**src/rtl/lane_rr_serializer_pkg.sv**
```systemverilog
// Shared constants and the round-robin pointer type for the four-lane byte serializer.
package lane_rr_serializer_pkg;

   localparam int DATA_W     = 8;
   localparam int FIFO_DEPTH = 4;
   localparam int AFULL_THR  = 3;
   localparam int NUM_LANES  = 4;
   localparam int LANE_W     = 2;
   localparam int CNT_W      = $clog2(FIFO_DEPTH) + 1;

   typedef enum logic [LANE_W-1:0] {
      L0 = 2'd0,
      L1 = 2'd1,
      L2 = 2'd2,
      L3 = 2'd3
   } rr_state_t;

   // Pointer moves to the lane just after the one that was served.
   function automatic rr_state_t rr_after(input logic [LANE_W-1:0] lane);
      return rr_state_t'(lane + 2'd1);
   endfunction

endpackage

```
**src/rtl/lane_rr_serializer_byte_fifo.sv**
```systemverilog
// Per-lane byte FIFO with a combinational head; a full FIFO still takes a push when popped on the same edge.
module byte_fifo #(
   parameter int WIDTH = 8,
   parameter int DEPTH = 4
) (
   input  logic                    clk,
   input  logic                    reset_L,
   input  logic                    push,
   input  logic                    pop,
   input  logic [WIDTH-1:0]        din,
   output logic [WIDTH-1:0]        head,
   output logic [$clog2(DEPTH):0]  count,
   output logic                    full,
   output logic                    empty
);

   localparam int PTR_W = $clog2(DEPTH);

   logic [WIDTH-1:0] mem [DEPTH];
   logic [PTR_W-1:0] rd_ptr_reg;
   logic [PTR_W-1:0] wr_ptr_reg;
   logic [PTR_W:0]   count_reg;
   logic [PTR_W:0]   count_next;
   logic             do_pop;
   logic             do_push;

   assign empty   = (count_reg == '0);
   assign full    = (count_reg == (PTR_W+1)'(DEPTH));
   assign do_pop  = pop && !empty;
   assign do_push = push && (!full || do_pop);
   assign head    = mem[rd_ptr_reg];
   assign count   = count_reg;

   always_comb begin
      count_next = count_reg;
      if (do_push && !do_pop) begin
         count_next = count_reg + 1'b1;
      end else if (do_pop && !do_push) begin
         count_next = count_reg - 1'b1;
      end
   end

   // Storage carries no reset; only the pointers and count define occupancy.
   always_ff @(posedge clk) begin
      if (do_push) begin
         mem[wr_ptr_reg] <= din;
      end
   end

   always_ff @(posedge clk or negedge reset_L) begin
      if (!reset_L) begin
         rd_ptr_reg <= '0;
         wr_ptr_reg <= '0;
         count_reg  <= '0;
      end else begin
         if (do_push) begin
            wr_ptr_reg <= wr_ptr_reg + 1'b1;
         end
         if (do_pop) begin
            rd_ptr_reg <= rd_ptr_reg + 1'b1;
         end
         count_reg <= count_next;
      end
   end

endmodule

```
**src/rtl/lane_rr_serializer.sv**
```systemverilog
// Four lane FIFOs merged into one registered byte stream by a round-robin arbiter.
module lane_rr_serializer
   import lane_rr_serializer_pkg::*;
(
   input  logic              clk,
   input  logic              reset_L,
   input  logic [DATA_W-1:0] data_in0,
   input  logic [DATA_W-1:0] data_in1,
   input  logic [DATA_W-1:0] data_in2,
   input  logic [DATA_W-1:0] data_in3,
   input  logic              valid_in0,
   input  logic              valid_in1,
   input  logic              valid_in2,
   input  logic              valid_in3,
   output logic [DATA_W-1:0] data_out,
   output logic              valid_out,
   output logic [LANE_W-1:0] lane_out,
   output logic              pause_out,
   output logic              overflow_err
);

   logic [DATA_W-1:0]    lane_data [NUM_LANES];
   logic [DATA_W-1:0]    head [NUM_LANES];
   logic [CNT_W-1:0]     count [NUM_LANES];
   logic [CNT_W-1:0]     count_post [NUM_LANES];
   logic [NUM_LANES-1:0] lane_valid;
   logic [NUM_LANES-1:0] full;
   logic [NUM_LANES-1:0] empty;
   logic [NUM_LANES-1:0] pop;
   logic [NUM_LANES-1:0] accept;
   logic [NUM_LANES-1:0] drop;
   logic [NUM_LANES-1:0] afull;
   rr_state_t            rr_reg;
   logic                 grant_found;
   logic [LANE_W-1:0]    grant_lane;
   logic [LANE_W-1:0]    cand;

   assign lane_data[0] = data_in0;
   assign lane_data[1] = data_in1;
   assign lane_data[2] = data_in2;
   assign lane_data[3] = data_in3;
   assign lane_valid   = {valid_in3, valid_in2, valid_in1, valid_in0};

   // First non-empty lane at or after rr_reg, judged on pre-push occupancy.
   always_comb begin
      grant_found = 1'b0;
      grant_lane  = '0;
      cand        = '0;
      for (int off = 0; off < NUM_LANES; off++) begin
         cand = rr_reg + LANE_W'(off);
         if (!grant_found && !empty[cand]) begin
            grant_found = 1'b1;
            grant_lane  = cand;
         end
      end
   end

   genvar gi;
   generate
      for (gi = 0; gi < NUM_LANES; gi++) begin : g_lane
         assign pop[gi]        = grant_found && (grant_lane == LANE_W'(gi));
         assign accept[gi]     = lane_valid[gi] && (!full[gi] || pop[gi]);
         assign drop[gi]       = lane_valid[gi] && full[gi] && !pop[gi];
         assign count_post[gi] = count[gi] + CNT_W'(accept[gi]) - CNT_W'(pop[gi]);
         assign afull[gi]      = (count_post[gi] >= CNT_W'(AFULL_THR));

         byte_fifo #(
            .WIDTH (DATA_W),
            .DEPTH (FIFO_DEPTH)
         ) u_fifo (
            .clk     (clk),
            .reset_L (reset_L),
            .push    (accept[gi]),
            .pop     (pop[gi]),
            .din     (lane_data[gi]),
            .head    (head[gi]),
            .count   (count[gi]),
            .full    (full[gi]),
            .empty   (empty[gi])
         );
      end
   endgenerate

   // When nothing is granted the last byte and lane index stay on the bus.
   always_ff @(posedge clk or negedge reset_L) begin
      if (!reset_L) begin
         rr_reg       <= L0;
         data_out     <= '0;
         valid_out    <= 1'b0;
         lane_out     <= '0;
         pause_out    <= 1'b0;
         overflow_err <= 1'b0;
      end else begin
         valid_out <= grant_found;
         if (grant_found) begin
            data_out <= head[grant_lane];
            lane_out <= grant_lane;
            rr_reg   <= rr_after(grant_lane);
         end
         pause_out <= |afull;
         if (|drop) begin
            overflow_err <= 1'b1;
         end
      end
   end

endmodule

```
**config.mk**
```make
export PLATFORM = sky130hd
export DESIGN_NAME = lane_rr_serializer
export DESIGN_NICKNAME = d
export VERILOG_FILES = /design/src/rtl/lane_rr_serializer_pkg.sv /design/src/rtl/lane_rr_serializer_byte_fifo.sv /design/src/rtl/lane_rr_serializer.sv
export SDC_FILE = /design/constraint.sdc
export NUM_CORES = 1
export LEC_CHECK = 0
export BUFFER_PORTS_ARGS = -buffer_cell sky130_fd_sc_hd__buf_2
export CAP_MARGIN = 15
export CORE_AREA = 2 2 117 119
export CTS_CLUSTER_SIZE = 30
export DETAILED_ROUTE_END_ITERATION = 10
export DIE_AREA = 0 0 119 121
export GPL_TIMING_DRIVEN = 0
export PLACE_DENSITY = 0.78
export SYNTH_ARGS = -nofsm -noshare
export SYNTH_HDL_FRONTEND = slang
export SYNTH_SLANG_ARGS = --single-unit
```
**constraint.sdc**
```tcl
create_clock -name clk -period 3.4 [get_ports clk]
set_clock_uncertainty 0.15 [all_clocks]
set_input_delay 0.34 -clock clk [delete_from_list [all_inputs] [get_ports clk]]
set_output_delay 0.34 -clock clk [all_outputs]
set_load 0.03 [all_outputs]
```
==> impl_metrics.csv, run 1 <==
group,metric,value,unit
sta,slew_viol_final,0,
power_and_ir_drop,switching_share,0.3629,
global_route,first_global_vias,4449,
die,die_height,121,µm
clocking,cts_root_buf,"clkbuf_16",
placed_design,dp_hpwl,10.08,mm
outcome,status,"completed",
power_and_ir_drop,clock_power_share,0.190,
cells_and_area,finish.utilization,0.7014,
power_and_ir_drop,power_frac_comb,0.440,
global_route,antenna_found_initial,0,
cells_and_area,final_cell_mix,"edfxtp_1 (128), buf_2 (57), dfrtp_1 (37), dlygate4sd3_1 (33)",
routing,vias,4318,
sta,setup_violations,0,
synthesis,yosys.area_share.simple,0.06649,
placed_design,place.gp.congestion,0.7908,
placed_design,port_buffers,50,
sta,timing.final.crit_share,0.9590,
die,rows,42,
sta,holdWs,0.08874,ns
routing,drc,0,
hold_path,holdPathEnd,"g_lane[0].u_fifo.wr_ptr_reg[1]",
synthesis,async_reset_ff_frac,0.2515,
hold_path,worstHoldPathCells,3,
global_route,grt_overflow,0,
worst_setup_path,critPathCaptureType,"register",
power_and_ir_drop,peakVddDrop,0.0004686,V
synthesis,netlist_instances,478,
cells_and_area,largest_register_ff_count,128,
sta,tightest_slew,1.006,ns
sta,fin_crit,3.261,ns
die,die_w,119,µm
synthesis,synth_ff_type,"edfxtp_1",
worst_setup_path,crit_type,"register to register",
hold_path,hp-class,"input pin to register",
die,start_util,0.5896,
power_and_ir_drop,cellPowerDensity,957.8,nW/µm²
clocking,clock_path_buffers,2,
synthesis,yosys_warnings,0,
cells_and_area,diodes,0,
sta,hold_viol_final,0,
synthesis,synth-xor-area-share,0.03633,
die,ios,51,
cells_and_area,finalNetCount,663,
clocking,clk_pin_slew,0.06,ns
routing,wl_per_cell,18.55,µm
cells_and_area,drive_above_1_share,0.2777,
worst_setup_path,r2r-start,"g_lane[0].u_fifo.count[0]",
worst_setup_path,critPathRequiredTime,3.54,ns
cells_and_area,syn_to_final_growth,18.96,%
clocking,cts-htree-levels,4,
routing,routed_wl,14.49,mm
cells_and_area,instances_no_fill,781,
sta,relSlewSlack,0.3295,
sta,tns,0,ns
clocking,cts_tree,"yes",
global_route,grt_max_degree,44,
synthesis,synth_compound_area_frac,0.04525,
synthesis,synth_nets,549,
worst_setup_path,reg2regPathDepth,14,
power_and_ir_drop,internal_power,0.005601,W
run,cap_violations,0,
cells_and_area,layout.cells.most_common,"edfxtp_1",
worst_setup_path,worst-r2r-setup-slack,0.14,ns
routing,first_pass_iters,6,
synthesis,synthesis.area,7715,µm²
synthesis,synth_top_family_by_area,"multiplexers",
worst_setup_path,start_kind,"register",
worst_setup_path,r2r-end,"pause_out",
routing,drt_iter0_markers,399,
global_route,grt_pass1_wl,23.38,mm
power_and_ir_drop,leakagePower,3.510,nW
clocking,cts_buffers,17,
die,core,13090,µm²
global_route,grt_use_total,0.2191,
power_and_ir_drop,p_sw,0.003190,W
worst_setup_path,crit_arrival,3.40,ns
worst_setup_path,path_max_fanout,8,
synthesis,synth_area_per_cell,16.14,µm²
routing,routed_via_density,5.529,
die,fp.dieArea,14400,µm²
clocking,clock_sinks,171,
power_and_ir_drop,seqPwrFrac,0.370,
synthesis,seq_area_frac_synth,0.6377,
synthesis,synth_fa_ha_area_frac,0.06130,
sta,max_freq,306.7,MHz
synthesis,synth_edf_count,128,
synthesis,synthMuxAreaShare,0.1242,
routing,postRouteAntennaNets,0,
placed_design,placedCellCount,704,
power_and_ir_drop,power,0.008791,W
hold_path,min_from,"valid_in0",
synthesis,synth_seq_cells,171,
cells_and_area,fillers,831,
synthesis,synth_cell_types,52,
clocking,insertion_delay,0.42,ns
-- stage by stage --
step | worst slack [ns] | cell area, µm²
floorplan | 0.2584 | 7715
global placement | -0.1273 | 8185
detailed placement | -0.2528 | 8185
CTS | 0.006485 | 9057
global route | -0.05717 | 9178
finish | 0.1393 | 9178
-- synth_stat cells, types with 2 or more instances --
| cell | count | share of area |
|---|---|---|
| xor2_1 | 11 | 0.012 |
| xnor2_1 | 21 | 0.024 |
| dfrtp_1 | 43 | 0.14 |
| a22o_1 | 8 | 0.0091 |
| a21oi_1 | 8 | 0.0052 |
| o22ai_1 | 4 | 0.0032 |
| o21ai_0 | 2 | 0.0013 |
| a21bo_1 | 2 | 0.0026 |
| and3_1 | 4 | 0.0032 |
| mux2_2 | 10 | 0.015 |
| and2_1 | 14 | 0.011 |
| nor3_2 | 3 | 0.0039 |
| nand3_1 | 8 | 0.0052 |
| o31ai_1 | 3 | 0.0029 |
| o32ai_1 | 2 | 0.0023 |
| or3_1 | 5 | 0.0041 |
| buf_6 | 2 | 0.0029 |
| mux2_1 | 4 | 0.0058 |
| nor2_1 | 31 | 0.015 |
| nor2_4 | 6 | 0.0088 |
| edfxtp_1 | 128 | 0.50 |
| o211ai_1 | 2 | 0.0019 |
| clkbuf_1 | 5 | 0.0024 |
| inv_1 | 32 | 0.016 |
| buf_1 | 3 | 0.0015 |
| fa_1 | 8 | 0.021 |
| ha_1 | 25 | 0.041 |
| o21a_1 | 2 | 0.0019 |
| nor3_1 | 3 | 0.0019 |
| buf_2 | 8 | 0.0052 |
| mux2i_1 | 8 | 0.010 |
| mux4_2 | 32 | 0.093 |
| nand2_1 | 11 | 0.0054 |
| a22oi_1 | 2 | 0.0019 |
-- area by class of cell --
class                           instances  area [µm²]  area share
Clock inverter                         13       75.07    0.008180
Tap cell                              176       220.2     0.02399
Buffer                                 18       96.34     0.01050
Clock buffer                           19       432.9     0.04717
Sequential cell                       171        4927      0.5369
Inverter                               33       123.9     0.01350
Timing Repair Buffer                   96       678.2     0.07389
Multi-Input combinational cell        255        2624      0.2859
-- worst max-delay path: stages, from the launching register on --
cell      delay, ns
dfrtp_2        0.45
nor3_4         0.26
o21ai_1        0.12
a21oi_2        0.28
o21a_1         0.17
clkbuf_4       0.17
inv_1          0.06
ha_1           0.27
inv_1          0.04
ha_1           0.19
fa_1           0.38
xor2_1         0.16
xnor2_1        0.15
nor3_2         0.17
nand3_1        0.11
-- metal layers --
metal,GRT usage,share of wire,vias up
li1,-,-,2010
met1,0.2909,0.43,2158
met2,0.3596,0.51,128
met3,0.05639,0.050,22
met4,0.06920,0.016,0
met5,0,0,-
-- power by group through the flow --
stage / clock network [W] / logic (W) / registers, W
3_3_place_gp: 0 / 0.00354 / 0.00321
5_1_grt: 0.00178 / 0.00427 / 0.00331
4_1_cts: 0.00170 / 0.00377 / 0.00324
6_report: 0.00167 / 0.00387 / 0.00325
3_5_place_dp: 0 / 0.00368 / 0.00325
2_1_floorplan: 0 / 0.00268 / 0.00330
-- how the worst max path moves through the flow --
stage | startpoint | to | cells after the start
after floorplan | g_lane[2].u_fifo.count[0] | pause_out | 13
after global placement | g_lane[2].u_fifo.count[0] | pause_out | 13
after detailed placement | g_lane[2].u_fifo.count[0] | pause_out | 13
after CTS | g_lane[0].u_fifo.count[0] | pause_out | 13
after global routing | g_lane[0].u_fifo.count[1] | pause_out | 13
final | g_lane[0].u_fifo.count[0] | pause_out | 14
-- repair_timing --
| item | CTS | global route |
|---|---|---|
| setup buffers | 1 | 12 |
| gates resized for setup | 5 | 11 |
| hold buffers | 33 | 0 |
| cloned | 0 | 0 |
| endpoints found under the setup margin | 1 | 2 |
| pin swaps | 1 | 4 |
| endpoints found under the hold margin | 171 | 0 |
-- cells by family after synthesis --
kind of cell,count (synthesis)
flops,171
simple gates,90
fa+ha+maj,33
xor+xnor,32
buf+inv,52
mux,54
compound gates,46
(Power assumes the default switching activity.)
==> inputs of run 2 (changes only) <==
--- a/config.mk
+++ b/config.mk
@@ -12,7 +12,7 @@
 export DETAILED_ROUTE_END_ITERATION = 10
 export DIE_AREA = 0 0 119 121
 export GPL_TIMING_DRIVEN = 0
-export PLACE_DENSITY = 0.78
+export PLACE_DENSITY = 0.74
 export SYNTH_ARGS = -nofsm -noshare
 export SYNTH_HDL_FRONTEND = slang
 export SYNTH_SLANG_ARGS = --single-unit
==> run 2 against run 1 <==
Against the previous run: first-iteration DRC count grew 17%; sequential share of layout area is 0.51 points lower; total power is 3.7% higher; clock power grew 28%; critical path depth is 1 lower; setup slack improved by 0.021 ns; flip-flop and latch count is the same; core utilization is 0.58 points higher; die area stayed put; routed wire length down 1.1%.
==> impl_metrics.csv, run 2 (same netlist as run 1, synthesis figures left out) <==
group,metric,value,unit
die,rows,42,
sta,max_freq,308.7,MHz
hold_path,holdPathEnd,"g_lane[0].u_fifo.wr_ptr_reg[1]",
worst_setup_path,start_kind,"register",
sta,relSlewSlack,0.3358,
hold_path,hp-class,"input pin to register",
die,fp.dieArea,14400,µm²
global_route,antenna_found_initial,0,
worst_setup_path,path_max_fanout,8,
power_and_ir_drop,cellPowerDensity,985.2,nW/µm²
placed_design,dp_hpwl,9.568,mm
power_and_ir_drop,seqPwrFrac,0.358,
routing,postRouteAntennaNets,0,
clocking,insertion_delay,0.42,ns
cells_and_area,finalNetCount,654,
die,ios,51,
hold_path,min_from,"valid_in0",
routing,routed_via_density,5.601,
sta,setup_violations,0,
clocking,cts_root_buf,"clkbuf_16",
worst_setup_path,cp_top_family,"adder cells",
cells_and_area,seqCellArea,4921,µm²
power_and_ir_drop,peakVddDrop,0.0005428,V
routing,routed_wl,14.32,mm
global_route,grt_overflow,0,
worst_setup_path,reg2regPathDepth,13,
worst_setup_path,crit_path_cell_trace,"nor3_4 > o21ai_1 > a21oi_2 > o21a_1 > buf_2 > inv_1 > ha_1 > inv_1 > ha_1 > fa_1 > a22o_1 > a221oi_1 > nand3_1",
cells_and_area,multi_input_comb_area,2625,µm²
routing,vias,4324,
clocking,cts_buffers,17,
worst_setup_path,r2r-end,"pause_out",
power_and_ir_drop,switching_share,0.3444,
routing,wl_per_cell,18.55,µm
worst_setup_path,worst_path_largest_cell_delay,0.47,ns
placed_design,port_buffers,50,
cells_and_area,diodes,0,
clocking,cts_tree,"yes",
placed_design,dpl_cell_area,8185,µm²
worst_setup_path,slowest_stage,"dfrtp_1",
clocking,clk_pin_slew,0.06,ns
die,die_height,121,µm
power_and_ir_drop,clock_power_share,0.235,
cells_and_area,layout.cells.most_common,"edfxtp_1",
hold_path,worstHoldPathCells,3,
die,start_util,0.5896,
worst_setup_path,crit_type,"register to register",
cells_and_area,fillers,829,
die,die_w,119,µm
power_and_ir_drop,internal_power,0.005977,W
global_route,first_global_vias,4383,
worst_setup_path,critPathCaptureType,"register",
sta,hold_viol_final,0,
cells_and_area,stdcell_area,9254,µm²
worst_setup_path,r2r-start,"g_lane[0].u_fifo.count[2]",
worst_setup_path,critPathRequiredTime,3.54,ns
worst_setup_path,critPathBufInv,3,
clocking,clock_path_buffers,2,
global_route,grt_use_total,0.2189,
placed_design,place.gp.congestion,0.8040,
sta,timing.final.crit_share,0.9528,
sta,slew_viol_final,0,
routing,drc,0,
power_and_ir_drop,power,0.009117,W
cells_and_area,largest_register_ff_count,128,
cells_and_area,drive_above_1_share,0.2634,
cells_and_area,final_cell_mix,"edfxtp_1 (128), buf_2 (58), dfrtp_1 (42), dlygate4sd3_1 (33)",
global_route,grt_pass1_wl,23.22,mm
sta,fin_crit,3.240,ns
die,core,13090,µm²
clocking,cts-htree-levels,4,
global_route,grt_max_degree,44,
power_and_ir_drop,p_sw,0.003140,W
sta,tightest_slew,0.9963,ns
clocking,clock_sinks,171,
outcome,status,"completed",
worst_setup_path,worst-r2r-setup-slack,0.16,ns
worst_setup_path,crit_arrival,3.38,ns
routing,drt_iter0_markers,466,
routing,first_pass_iters,5,
cells_and_area,finish.utilization,0.7072,
power_and_ir_drop,leakagePower,3.539,nW
sta,holdWs,0.07255,ns
worst_setup_path,crit_cells,13,
run,cap_violations,0,
power_and_ir_drop,power_frac_comb,0.408,
cells_and_area,syn_to_final_growth,19.95,%
[run 2: cell count changes in the layout (fill, tap and decap cells not counted), sizes merged]
cell | previous run | this run
buf | 75 | 67
bufinv | 0 | 6
inv | 36 | 33
clkinv | 8 | 4
[run 2: worst max path at each step]
stage	startpoint	to	slack, ns
finish	g_lane[0].u_fifo.count[2]	pause_out	0.16
global route	g_lane[1].u_fifo.count[0]	pause_out	-0.02
CTS	g_lane[2].u_fifo.count[0]	pause_out	0.03
detailed placement	g_lane[2].u_fifo.count[0]	pause_out	-0.22
global placement	g_lane[2].u_fifo.count[0]	pause_out	-0.19
floorplan	g_lane[2].u_fifo.count[0]	pause_out	0.26
[run 2: cell type report]
class                      instances  area share
multi-input combinational        255      0.2837
sequential                       171      0.5318
clock buffer                      20     0.04719
tap                              176     0.02380
buffer                            18     0.01014
inverter                          33     0.01339
clock inverter                    12     0.02407
timing repair buffer              87     0.06598
[run 2: tightest hold or removal path: stages]
cell and delay (ns):
buf_2 0.13, nand3_1 0.07, o21ai_0 0.07
[run 2: through the flow]
stage | setup TNS, ns | cells | setup WS [ns]
finish | 0 | 772 | 0.1604
floorplan | 0 | 478 | 0.2584
global placement | -0.1925 | 704 | -0.1925
detailed placement | -0.2191 | 704 | -0.2191
CTS | 0 | 769 | 0.02517
global route | -0.01842 | 772 | -0.01842
[run 2: timing repair]
item / in CTS / in global routing
setup endpoints to repair: 1 / 2
hold buffers: 33 / 0
gates resized for setup: 4 / 6
pin swaps: 0 / 3
buffers inserted: 0 / 4
endpoints found under the hold margin: 171 / 0
[run 2: power groups by stage]
stage          logic, W  registers (W)  clock network [W]
3_3_place_gp    0.00353        0.00321                  0
3_5_place_dp    0.00364        0.00325                  0
2_1_floorplan   0.00268        0.00330                  0
5_1_grt         0.00411        0.00333            0.00225
4_1_cts         0.00371        0.00323            0.00216
6_report        0.00372        0.00326            0.00214
[run 2: routing by layer]
layer | track usage | vias up | part of all wire
met1 | 0.2987 | 2206 | 0.44
met3 | 0.06156 | 21 | 0.043
met2 | 0.3445 | 108 | 0.50
li1 | - | 1989 | -
met4 | 0.07217 | 0 | 0.015
met5 | 0 | - | 0
==> inputs of run 3 (changes only) <==
--- a/config.mk
+++ b/config.mk
@@ -13,6 +13,7 @@
 export DIE_AREA = 0 0 119 121
 export GPL_TIMING_DRIVEN = 0
 export PLACE_DENSITY = 0.74
+export SETUP_SLACK_MARGIN = 0.5
 export SYNTH_ARGS = -nofsm -noshare
 export SYNTH_HDL_FRONTEND = slang
 export SYNTH_SLANG_ARGS = --single-unit
==> run 3 against run 2 <==
Against the previous run: largest power group unchanged; hold slack better by 0.012 ns; final area up 4.3%; die area unchanged; routed wire length up 11%; critical path type unchanged; non-clock buffer count up 33; sequential share of layout area down 2.0 points.
==> impl_metrics.csv, run 3 (same netlist as run 1, synthesis figures left out) <==
group,metric,value,unit
cells_and_area,stdcell_area,9648,µm²
sta,relSlewSlack,0.4315,
routing,drc,0,
sta,slew_viol_final,0,
power_and_ir_drop,switching_share,0.3608,
cells_and_area,layout.cells.most_common,"edfxtp_1",
die,fp.dieArea,14400,µm²
clocking,insertion_delay,0.43,ns
run,cap_violations,0,
worst_setup_path,crit_arrival,3.09,ns
routing,routed_via_density,5.728,
worst_setup_path,path_max_fanout,7,
routing,routed_wl,15.88,mm
cells_and_area,diodes,0,
placed_design,place.gp.congestion,0.8357,
die,ios,51,
clocking,cts-htree-levels,4,
sta,setup_violations,0,
die,die_height,121,µm
sta,fin_crit,2.946,ns
clocking,cts_root_buf,"clkbuf_16",
worst_setup_path,critPathRequiredTime,3.55,ns
cells_and_area,largest_register_ff_count,128,
worst_setup_path,critPathBufInv,2,
global_route,grt_pass1_wl,24.52,mm
die,start_util,0.5896,
global_route,grt_use_total,0.2314,
power_and_ir_drop,seqPwrFrac,0.334,
sta,timing.final.crit_share,0.8665,
clocking,cts_buffers,17,
hold_path,hp-class,"input pin to register",
placed_design,port_buffers,50,
power_and_ir_drop,cellPowerDensity,988.2,nW/µm²
power_and_ir_drop,clock_power_share,0.199,
worst_setup_path,cpMostUsedCell,"buf_4",
cells_and_area,final_cell_mix,"edfxtp_1 (128), buf_2 (55), buf_4 (35), dlygate4sd3_1 (33)",
cells_and_area,drive_above_1_share,0.3720,
global_route,grt_max_degree,44,
routing,first_pass_iters,5,
cells_and_area,finalNetCount,687,
sta,hold_viol_final,0,
routing,vias,4611,
die,die_w,119,µm
die,rows,42,
global_route,grt_overflow,0,
clocking,cts_tree,"yes",
cells_and_area,syn_to_final_growth,25.06,%
worst_setup_path,cp_top_family,"compound AO/OA/AOI/OAI gates",
cells_and_area,fillers,776,
worst_setup_path,crit_path_cell_trace,"buf_4 > nor3_4 > buf_4 > a21oi_4 > o221ai_4 > and2_4 > a21bo_1 > ha_1 > fa_2 > a221oi_2 > nand3_1",
sta,rsz0062_at_grt,"true",
clocking,clk_pin_slew,0.06,ns
routing,postRouteAntennaNets,0,
worst_setup_path,slowest_stage,"fa_2",
worst_setup_path,start_kind,"register",
global_route,antenna_found_initial,0,
sta,tns,0,ns
power_and_ir_drop,p_sw,0.003440,W
power_and_ir_drop,power_frac_comb,0.467,
power_and_ir_drop,internal_power,0.006094,W
power_and_ir_drop,leakagePower,3.685,nW
sta,tightest_slew,0.8528,ns
outcome,status,"completed",
worst_setup_path,worst_path_largest_cell_delay,0.44,ns
placed_design,dpl_cell_area,8229,µm²
placed_design,dp_hpwl,9.774,mm
power_and_ir_drop,peakVddDrop,0.0005331,V
routing,drt_iter0_markers,412,
worst_setup_path,crit_type,"register to register",
clocking,clock_sinks,171,
die,core,13090,µm²
routing,wl_per_cell,19.72,µm
global_route,first_global_vias,4824,
sta,max_freq,339.4,MHz
worst_setup_path,critPathCaptureType,"register",
clocking,clock_path_buffers,2,
==> run 3: changes by cell type in the layout (fill, tap and decap cells not counted), sizes merged <==
cell / change
clkbuf: -2
buf: +33
clkinv: +3
bufinv: -4
clkinvlp: +2
inv: +1
==> run 3: what timing repair did <==
item | 4_1_cts | 5_1_grt
hold endpoints to repair | 171 | 0
hold buffers | 33 | 0
gates resized for setup | 36 | 23
setup buffers | 25 | 10
setup endpoints to repair | 7 | 5
cloned | 0 | 0
pin swaps | 14 | 19
==> run 3: final cells by class <==
cell class / count / area, µm² / share of cell area
repair buffers: 119 / 870.8 / 0.09026
multi-input cells: 255 / 2791 / 0.2893
well taps: 176 / 220.2 / 0.02282
clock inverters: 14 / 146.4 / 0.01517
plain buffers: 19 / 118.9 / 0.01232
flip-flops and latches: 171 / 4933 / 0.5113
inverters: 33 / 127.6 / 0.01323
clock buffers: 18 / 439.2 / 0.04552
==> run 3: worst paths after layout <==
kind                                                start                              to  slack, ns  depth (start not counted)
worst max-delay path            g_lane[3].u_fifo.count[2]                       pause_out       0.45                         11
worst min-delay path                            valid_in0  g_lane[0].u_fifo.wr_ptr_reg[1]       0.08                          3
worst max register to register  g_lane[3].u_fifo.count[2]                       pause_out       0.45                         11
worst min register to register               overflow_err                    overflow_err       0.32                          1
max in group asynchronous                         reset_L       g_lane[2].u_fifo.count[1]       2.31                          3
min in group asynchronous                         reset_L  g_lane[1].u_fifo.rd_ptr_reg[1]       0.26                          2
==> run 3: worst min-delay path, delay by kind of cell <==
| kind | cells | cell delay (ns) |
|---|---|---|
| buffers and inverters | 1 | 0.13 |
| AO/OA/AOI/OAI | 1 | 0.07 |
| AND/OR/NAND/NOR | 1 | 0.07 |
==> run 3: power by group through the flow <==
stage / clock (W) / combinational [W] / sequential [W]
2_1_floorplan: 0 / 0.00270 / 0.00333
3_3_place_gp: 0 / 0.00354 / 0.00325
3_5_place_dp: 0 / 0.00367 / 0.00329
4_1_cts: 0.00192 / 0.00421 / 0.00318
5_1_grt: 0.00201 / 0.00482 / 0.00323
6_report: 0.00190 / 0.00445 / 0.00318
==> run 3: layer usage <==
metal | vias to the layer above | GRT usage | part of all wire
met1 | 2364 | 0.2941 | 0.41
met3 | 34 | 0.05404 | 0.051
met5 | - | 0 | 0
met2 | 153 | 0.3861 | 0.52
met4 | 0 | 0.09747 | 0.025
li1 | 2060 | - | -
==> run 3: metrics by stage <==
| stage | cells | setup WS [ns] | power (W) | utilization | hold slack, ns |
|---|---|---|---|---|---|
| global placement | 704 | 0.1322 | 0.006789 | 0.6289 | 0.3036 |
| finish | 805 | 0.4537 | 0.009534 | 0.7373 | 0.08465 |
| detailed placement | 704 | 0.04034 | 0.006958 | 0.6289 | 0.3044 |
| global route | 805 | 0.3390 | 0.01007 | 0.7373 | 0.07507 |
| floorplan | 478 | 0.5101 | 0.006024 | - | -0.1056 |
| CTS | 794 | 0.4758 | 0.009308 | 0.7245 | 0.06192 |
